==> src/rtl/div_post.sv <==
`default_nettype none
// +----------------------------------------------------------------------------+
// | Module   : div_post                                                         |
// | Purpose  : Final stage of the iterative divider. Resolves the carry-save    |
// |            remainder and redundant quotient, corrects a negative remainder, |
// |            de-normalizes, sign-fixes, then offers one result to writeback.  |
// | Revision : 1.0 - initial release                                            |
// +----------------------------------------------------------------------------+
module div_post #(
  parameter int XLEN    = 32,
  parameter int SHIFT_W = 5
) (
  input  logic                clk,
  input  logic                rst_n,
  input  logic                start_i,
  input  logic [XLEN-1:0]     r_i,
  input  logic [XLEN+1:0]     d_i,
  input  logic [2*XLEN+1:0]   r_1_i,
  input  logic [2*XLEN+1:0]   r_2_i,
  input  logic [XLEN-1:0]     pos_q_i,
  input  logic [XLEN-1:0]     neg_q_i,
  input  logic [SHIFT_W-1:0]  shift_i,
  input  logic                r_sign_i,
  input  logic                d_sign_i,
  input  logic                unsign_i,
  input  logic                rem_i,
  input  logic                div_zero_i,
  input  logic                overflow_i,
  output logic                busy_o,
  output logic                valid_o,
  output logic [XLEN-1:0]     result_o,
  input  logic                ready_i
);

  localparam int RW = 2*XLEN + 2;
  localparam int DW = XLEN + 2;

  typedef enum logic [2:0] {
    ST_IDLE = 3'd0,
    ST_SUM  = 3'd1,
    ST_CORR = 3'd2,
    ST_FIX  = 3'd3,
    ST_DONE = 3'd4
  } state_t;

  state_t state, state_nxt;

  // Captured operands
  logic [XLEN-1:0]    dvd_q;
  logic [DW-1:0]      div_q;
  logic [RW-1:0]      r1_q, r2_q;
  logic [XLEN-1:0]    pq_q, nq_q;
  logic [SHIFT_W-1:0] sh_q;
  logic               r_sign_q, d_sign_q, unsign_q, rem_sel_q, dz_q, ov_q;

  // Intermediate results
  logic [DW-1:0]      rn_q;
  logic [XLEN-1:0]    quo_q;
  logic [XLEN-1:0]    rem_mag_q;

  // SUM: only the upper DW bits of r1+r2 matter; the low half only supplies a carry.
  // Two XLEN-bit values overflow exactly when a > ~b.
  logic               lo_carry;
  logic [DW-1:0]      rn_sum;
  logic [XLEN-1:0]    q_diff;
  assign lo_carry = (r1_q[XLEN-1:0] > ~r2_q[XLEN-1:0]);
  assign rn_sum   = r1_q[RW-1:XLEN] + r2_q[RW-1:XLEN] + {{(DW-1){1'b0}}, lo_carry};
  assign q_diff   = pq_q - nq_q;

  // CORR: a negative partial remainder means the quotient overshot by one.
  logic [DW-1:0]      rn_fix;
  logic [XLEN-1:0]    q_fix;
  logic [XLEN-1:0]    rem_shift;
  assign rn_fix    = rn_q[DW-1] ? (rn_q + div_q) : rn_q;
  assign q_fix     = rn_q[DW-1] ? (quo_q - XLEN'(1)) : quo_q;
  assign rem_shift = XLEN'(rn_fix >> sh_q);

  // FIX: sign correction, then special-case overrides (div-by-zero wins).
  logic [XLEN-1:0]    q_sgn, rem_sgn, q_fin, rem_fin, result_nxt;
  assign q_sgn   = (!unsign_q && (r_sign_q ^ d_sign_q)) ? -quo_q : quo_q;
  assign rem_sgn = (!unsign_q && r_sign_q) ? -rem_mag_q : rem_mag_q;

  // Select overrides and the returned value
  always_comb begin
    q_fin   = q_sgn;
    rem_fin = rem_sgn;
    if (dz_q) begin
      q_fin   = '1;
      rem_fin = dvd_q;
    end else if (ov_q && !unsign_q) begin
      q_fin   = {1'b1, {(XLEN-1){1'b0}}};
      rem_fin = '0;
    end
    result_nxt = rem_sel_q ? rem_fin : q_fin;
  end

  // State register
  always_ff @(posedge clk or negedge rst_n) begin
    if (!rst_n) state <= ST_IDLE;
    else        state <= state_nxt;
  end

  // Next-state and handshake outputs
  always_comb begin
    state_nxt = state;
    busy_o    = 1'b1;
    valid_o   = 1'b0;
    case (state)
      ST_IDLE: begin
        busy_o = 1'b0;
        if (start_i) state_nxt = ST_SUM;
      end
      ST_SUM:  state_nxt = ST_CORR;
      ST_CORR: state_nxt = ST_FIX;
      ST_FIX:  state_nxt = ST_DONE;
      ST_DONE: begin
        valid_o = 1'b1;
        if (ready_i) state_nxt = ST_IDLE;
      end
      default: state_nxt = ST_IDLE;
    endcase
  end

  // Datapath registers, each loaded only in the step that produces it
  always_ff @(posedge clk or negedge rst_n) begin
    if (!rst_n) begin
      dvd_q     <= '0;
      div_q     <= '0;
      r1_q      <= '0;
      r2_q      <= '0;
      pq_q      <= '0;
      nq_q      <= '0;
      sh_q      <= '0;
      r_sign_q  <= 1'b0;
      d_sign_q  <= 1'b0;
      unsign_q  <= 1'b0;
      rem_sel_q <= 1'b0;
      dz_q      <= 1'b0;
      ov_q      <= 1'b0;
      rn_q      <= '0;
      quo_q     <= '0;
      rem_mag_q <= '0;
      result_o  <= '0;
    end else begin
      case (state)
        ST_IDLE: if (start_i) begin
          dvd_q     <= r_i;
          div_q     <= d_i;
          r1_q      <= r_1_i;
          r2_q      <= r_2_i;
          pq_q      <= pos_q_i;
          nq_q      <= neg_q_i;
          sh_q      <= shift_i;
          r_sign_q  <= r_sign_i;
          d_sign_q  <= d_sign_i;
          unsign_q  <= unsign_i;
          rem_sel_q <= rem_i;
          dz_q      <= div_zero_i;
          ov_q      <= overflow_i;
        end
        ST_SUM: begin
          rn_q  <= rn_sum;
          quo_q <= q_diff;
        end
        ST_CORR: begin
          quo_q     <= q_fix;
          rem_mag_q <= rem_shift;
        end
        ST_FIX:  result_o <= result_nxt;
        default: ;
      endcase
    end
  end

endmodule
`default_nettype wire

==> config.mk <==
export PLATFORM = sky130hd
export DESIGN_NAME = div_post
export DESIGN_NICKNAME = d
export VERILOG_FILES = /design/src/rtl/div_post.sv
export SDC_FILE = /design/constraint.sdc
export NUM_CORES = 1
export LEC_CHECK = 0
export ABC_AREA = 1
export CAP_MARGIN = 40
export CORE_MARGIN = 8
export CORE_UTILIZATION = 30
export CTS_CLUSTER_DIAMETER = 50
export DETAILED_ROUTE_END_ITERATION = 6
export GPL_ROUTABILITY_DRIVEN = 0
export GPL_TIMING_DRIVEN = 0
export PLACE_DENSITY = 0.55
export SETUP_SLACK_MARGIN = 0.1
export SYNTH_ARGS = -nofsm -noshare
export SYNTH_HDL_FRONTEND = slang
export SYNTH_SLANG_ARGS = --single-unit
==> constraint.sdc <==
create_clock -name clk -period 3.8 [get_ports clk]
set_clock_uncertainty 0.1 [all_clocks]
set_input_delay 0.57 -clock clk [delete_from_list [all_inputs] [get_ports clk]]
set_output_delay 0.57 -clock clk [all_outputs]
set_load 0.1 [all_outputs]
==> out/qor.txt <==
============================================================================================
Status                                                                          finished with violations
Violated checks                                                                 negative setup slack
CP max FO                                                                                  3
Proportion of netlist area held by the largest area contributor                       0.3845
Setup slack of the critical path after layout                                     -0.4507 ns
Area of the multi-input gates                                                      14860 µm²
Number of clock sinks seen by CTS                                                        406
Core outline area                                                                  87830 µm²
Seq/Total Area, Yosys                                                                 0.3845
FF+latch area                                                                      10160 µm²
DIE HEIGHT                                                                          312.8 µm
Reg-to-reg endpoint                                                                 rn_q[24]
Number of global-route vias before repair                                              24850
Static leakage                                                                    0.01608 µW
DRC violation count after routing                                                          0
Final Util                                                                            0.3967
Total die area                                                                     97830 µm²
Largest net degree at the start of global routing                                        111
Root Driver                                                                     sky130_fd_sc_hd__clkbuf_16
Final Routed Wirelength                                                             97170 µm
Share of the synthesized area in compound gates (AO/OA/AOI/OAI)                       0.1218
Clock latency of the later-clocked register in the worst-skew pair                   0.61 ns
Primary flip-flop cell chosen by synthesis mapping                              sky130_fd_sc_hd__dfrtp_1
Count of endpoints failing setup in the final report                                      15
Hold path start                                                                 result_o[31]
Pins over their slew limit                                                                 0
Standard-cell rows                                                                       109
Number of H-tree branching levels                                                          3
Multiplexer share of the synthesized area                                            0.09631
Min Clock Period, post-route                                                        4.251 ns
Number of max-cap violations                                                               0
Basic-gate share of the synthesized area counting and, or, nand and nor cells         0.2363
Die span in x                                                                       312.8 µm
Per-cell via count in the routed design                                                4.987
Achievable frequency                                                              0.2353 GHz
Fraction of synthesized cell area in xor and xnor cells                              0.02718
Area growth syn-to-layout                                                             31.86%
PwrDens                                                                          1130 nW/µm²
Crit path kind                                                                    reg -> reg
Top cells by count, synth                                                       sky130_fd_sc_hd__nand2_1 (724), sky130_fd_sc_hd__dfrtp_1 (406), sky130_fd_sc_hd__nand3_1 (348)
First-pass GRT wire length                                                         149600 µm
Worst VDD drop                                                                     0.8335 mV
Depth of the worst register-to-register path                                              24
Type of the worst min-delay path                                                  reg -> reg
Half-perimeter wire length after placement                                          78210 µm
Post-synthesis adder-cell area fraction                                              0.06459
Buffers from clock root to sink, at most                                                   3
Number of distinct library cells after synthesis                                          59
EDFF count, synth                                                                          0
Total global-route track usage                                                        0.1934
Worst hold path cell count                                                                 2
CP required                                                                          4.16 ns
Nets                                                                                    4211
Biggest area contributors in the synthesized netlist                            sky130_fd_sc_hd__dfrtp_1 (38%), sky130_fd_sc_hd__nand2_1 (10%), sky130_fd_sc_hd__mux2_2 (9.6%), sky130_fd_sc_hd__nand3_1 (6.6%), sky130_fd_sc_hd__ha_1 (6.2%)
Initial antenna violation count                                                           30
Cell taking the most area after synthesis                                       sky130_fd_sc_hd__dfrtp_1
Tightest Pin Transition                                                            0.9590 ns
Count leader, synth                                                             sky130_fd_sc_hd__nand2_1
Clock-pin slew on the worst setup and hold paths                                     0.05 ns
Signal arrival time at the worst endpoint                                            4.61 ns
Dominant combinational cell family by area after synthesis                      simple AND/OR/NAND/NOR gates
Total of warnings raised by yosys                                                          0
DR iter-0 viols                                                                         2019
Clock tree from TritonCTS                                                                yes
Gr ovfl total                                                                              0
Worst reg-to-reg setup slack                                                        -0.45 ns
Initial core utilization                                                              0.3009
Final non-filler cell total                                                             5024
TritonCTS Buffers                                                                         68
Post-synthesis instance area                                                       26420 µm²
Fraction of layout instances using a drive strength above 1                           0.1429
Post-Syn Instances                                                                      3351
Worst reg2reg startpoint                                                            r2_q[13]
Proportion of synthesized flip-flops having asynchronous set or reset                  1.000
Final hold violation count                                                                 0
Total of flip-flops plus latches after synthesis                                         406
Max_slew headroom                                                                     0.3572
Total of fill cells in the finished design                                              9088
Count of buffers inserted at the top-level ports                                         310
Number of detailed-route iterations in the first pass                                      6
Hold endpoint                                                                   result_o[31]
Crit path capture type                                                             flip-flop
Average cell area after synthesis                                                  7.885 µm²
Vias after detailed routing                                                            25050
Net Count, Synth                                                                        3762
Unrepaired setup endpoints after global routing                                          yes
Placed Cells incl. Taps                                                                 4873
Detail Route Antenna Nets                                                                  0
Routed WL per cell                                                                  19.34 µm
IO Pins                                                                                  311
Tcrit/Tclk final                                                                       1.119
Nature of the critical path startpoint                                             flip-flop
============================================================================================
cell families (layout without fill, tap and decap cells):
kind of cell,count (synthesis),in the layout
other,0,10
multiplexers,226,226
XOR/XNOR,82,82
AO/OA/AOI/OAI,577,577
adder cells (fa/ha/maj),134,134
AND/OR/NAND/NOR,1440,1440
flip-flops,406,406
buffers and inverters,486,984
metal layers:
metal  track usage  routed length (µm)  vias to the layer above  share of wire
li1              -                   -                    12210              -
met1        0.2621               43700                    11810           0.45
met2        0.3055               43490                      828           0.45
met3       0.04913                7282                      171          0.075
met4       0.05146                2515                       28          0.026
met5             0                 180                        -         0.0019
cells in the final DEF, fill, tap and decap left out, drive strengths merged, types with 24 or more instances in the layout:
cell / instances
buf: 95
nor2: 240
xnor2: 26
nand4: 28
clkbuf: 181
or2: 34
nand2: 726
ha: 130
clkdlybuf4s50: 309
dfrtp: 406
nand3: 351
xor2: 56
a31oi: 24
mux2: 226
inv: 367
o21ai: 211
nor3: 35
a21oi: 243
through the flow:
stage               power [µW]  worst slack [ns]  area [µm²]  TNS (ns)  hold slack (ns)
detailed placement       31540            -1.280       31900    -17.51           0.3694
CTS                      38830           -0.6497       34590    -6.828           0.3836
finish                   39370           -0.4507       34840    -3.655           0.3791
floorplan                23670            0.1198       26420         0           0.1744
global placement         30520            -17.10       30980  -6949.00           0.3683
global route             42530           -0.6929       34820    -8.304           0.4022
timing repair:
| item | in CTS | in global routing |
|---|---|---|
| setup buffers | 16 | 8 |
| hold endpoints to repair | 91 | 0 |
| gates resized for setup | 61 | 38 |
| setup endpoints to repair | 29 | 27 |
| hold buffers | 1 | 0 |
| pin swaps | 30 | 27 |
state kept, by name (all words and copies together) (netlist names), 3 cells and up:
name and flops:
div_q 34, dvd_q 32, nq_q 32, pq_q 32, quo_q 32, r1_q 66
r2_q 66, rem_mag_q 32, result_o 32, rn_q 34, sh_q 5, state 3
final cells by class:
cell class | count | area share
clock inverter | 38 | 0.01440
clock buffer | 81 | 0.05196
sequential | 406 | 0.2916
timing repair buffer | 379 | 0.1203
tap | 1165 | 0.04183
inverter | 360 | 0.03878
multi-input combinational | 2459 | 0.4266
buffer | 126 | 0.01383
antenna | 10 | 0.0007182
where the power goes:
group | internal, µW | switching [µW] | total [µW]
clock | 3880 | 2380 | 6260
sequential | 6530 | 1720 | 8250
combinational | 9370 | 15500 | 24900
total | 19800 | 19600 | 39400
how the worst max path moves through the flow:
stage | start | endpoint | slack [ns] | cells past startpoint
6_report | r2_q[13] | rn_q[24] | -0.45 | 24
5_1_grt | r1_q[13] | rn_q[24] | -0.69 | 24
3_3_place_gp | rst_n | result_o[9] | -17.10 | 1
2_1_floorplan | r1_q[9] | rn_q[32] | 0.12 | 25
3_5_place_dp | r1_q[15] | rn_q[30] | -1.28 | 25
4_1_cts | r1_q[15] | rn_q[24] | -0.65 | 24
worst max-delay path, cell delays in order, from the launching register on:
cell                       delay (ns)
sky130_fd_sc_hd__dfrtp_1         0.38
sky130_fd_sc_hd__ha_1            0.31
sky130_fd_sc_hd__nand4_1         0.22
sky130_fd_sc_hd__nor4_2          0.23
sky130_fd_sc_hd__buf_4           0.18
sky130_fd_sc_hd__inv_2           0.04
sky130_fd_sc_hd__o21ai_2         0.16
sky130_fd_sc_hd__a211oi_2        0.10
sky130_fd_sc_hd__a31oi_2         0.26
sky130_fd_sc_hd__fa_2            0.31
sky130_fd_sc_hd__inv_2           0.06
sky130_fd_sc_hd__fa_2            0.34
sky130_fd_sc_hd__inv_2           0.06
sky130_fd_sc_hd__nand3_2         0.06
sky130_fd_sc_hd__nand2_2         0.08
sky130_fd_sc_hd__inv_2           0.03
sky130_fd_sc_hd__o21bai_1        0.15
sky130_fd_sc_hd__nand2_1         0.12
sky130_fd_sc_hd__nand2_4         0.11
sky130_fd_sc_hd__a21boi_4        0.09
sky130_fd_sc_hd__o21ai_2         0.16
sky130_fd_sc_hd__a21boi_2        0.11
sky130_fd_sc_hd__o21ai_2         0.19
sky130_fd_sc_hd__xnor2_2         0.16
sky130_fd_sc_hd__o21ai_1         0.09
No activity file was read; power rests on OpenSTA's default activity.
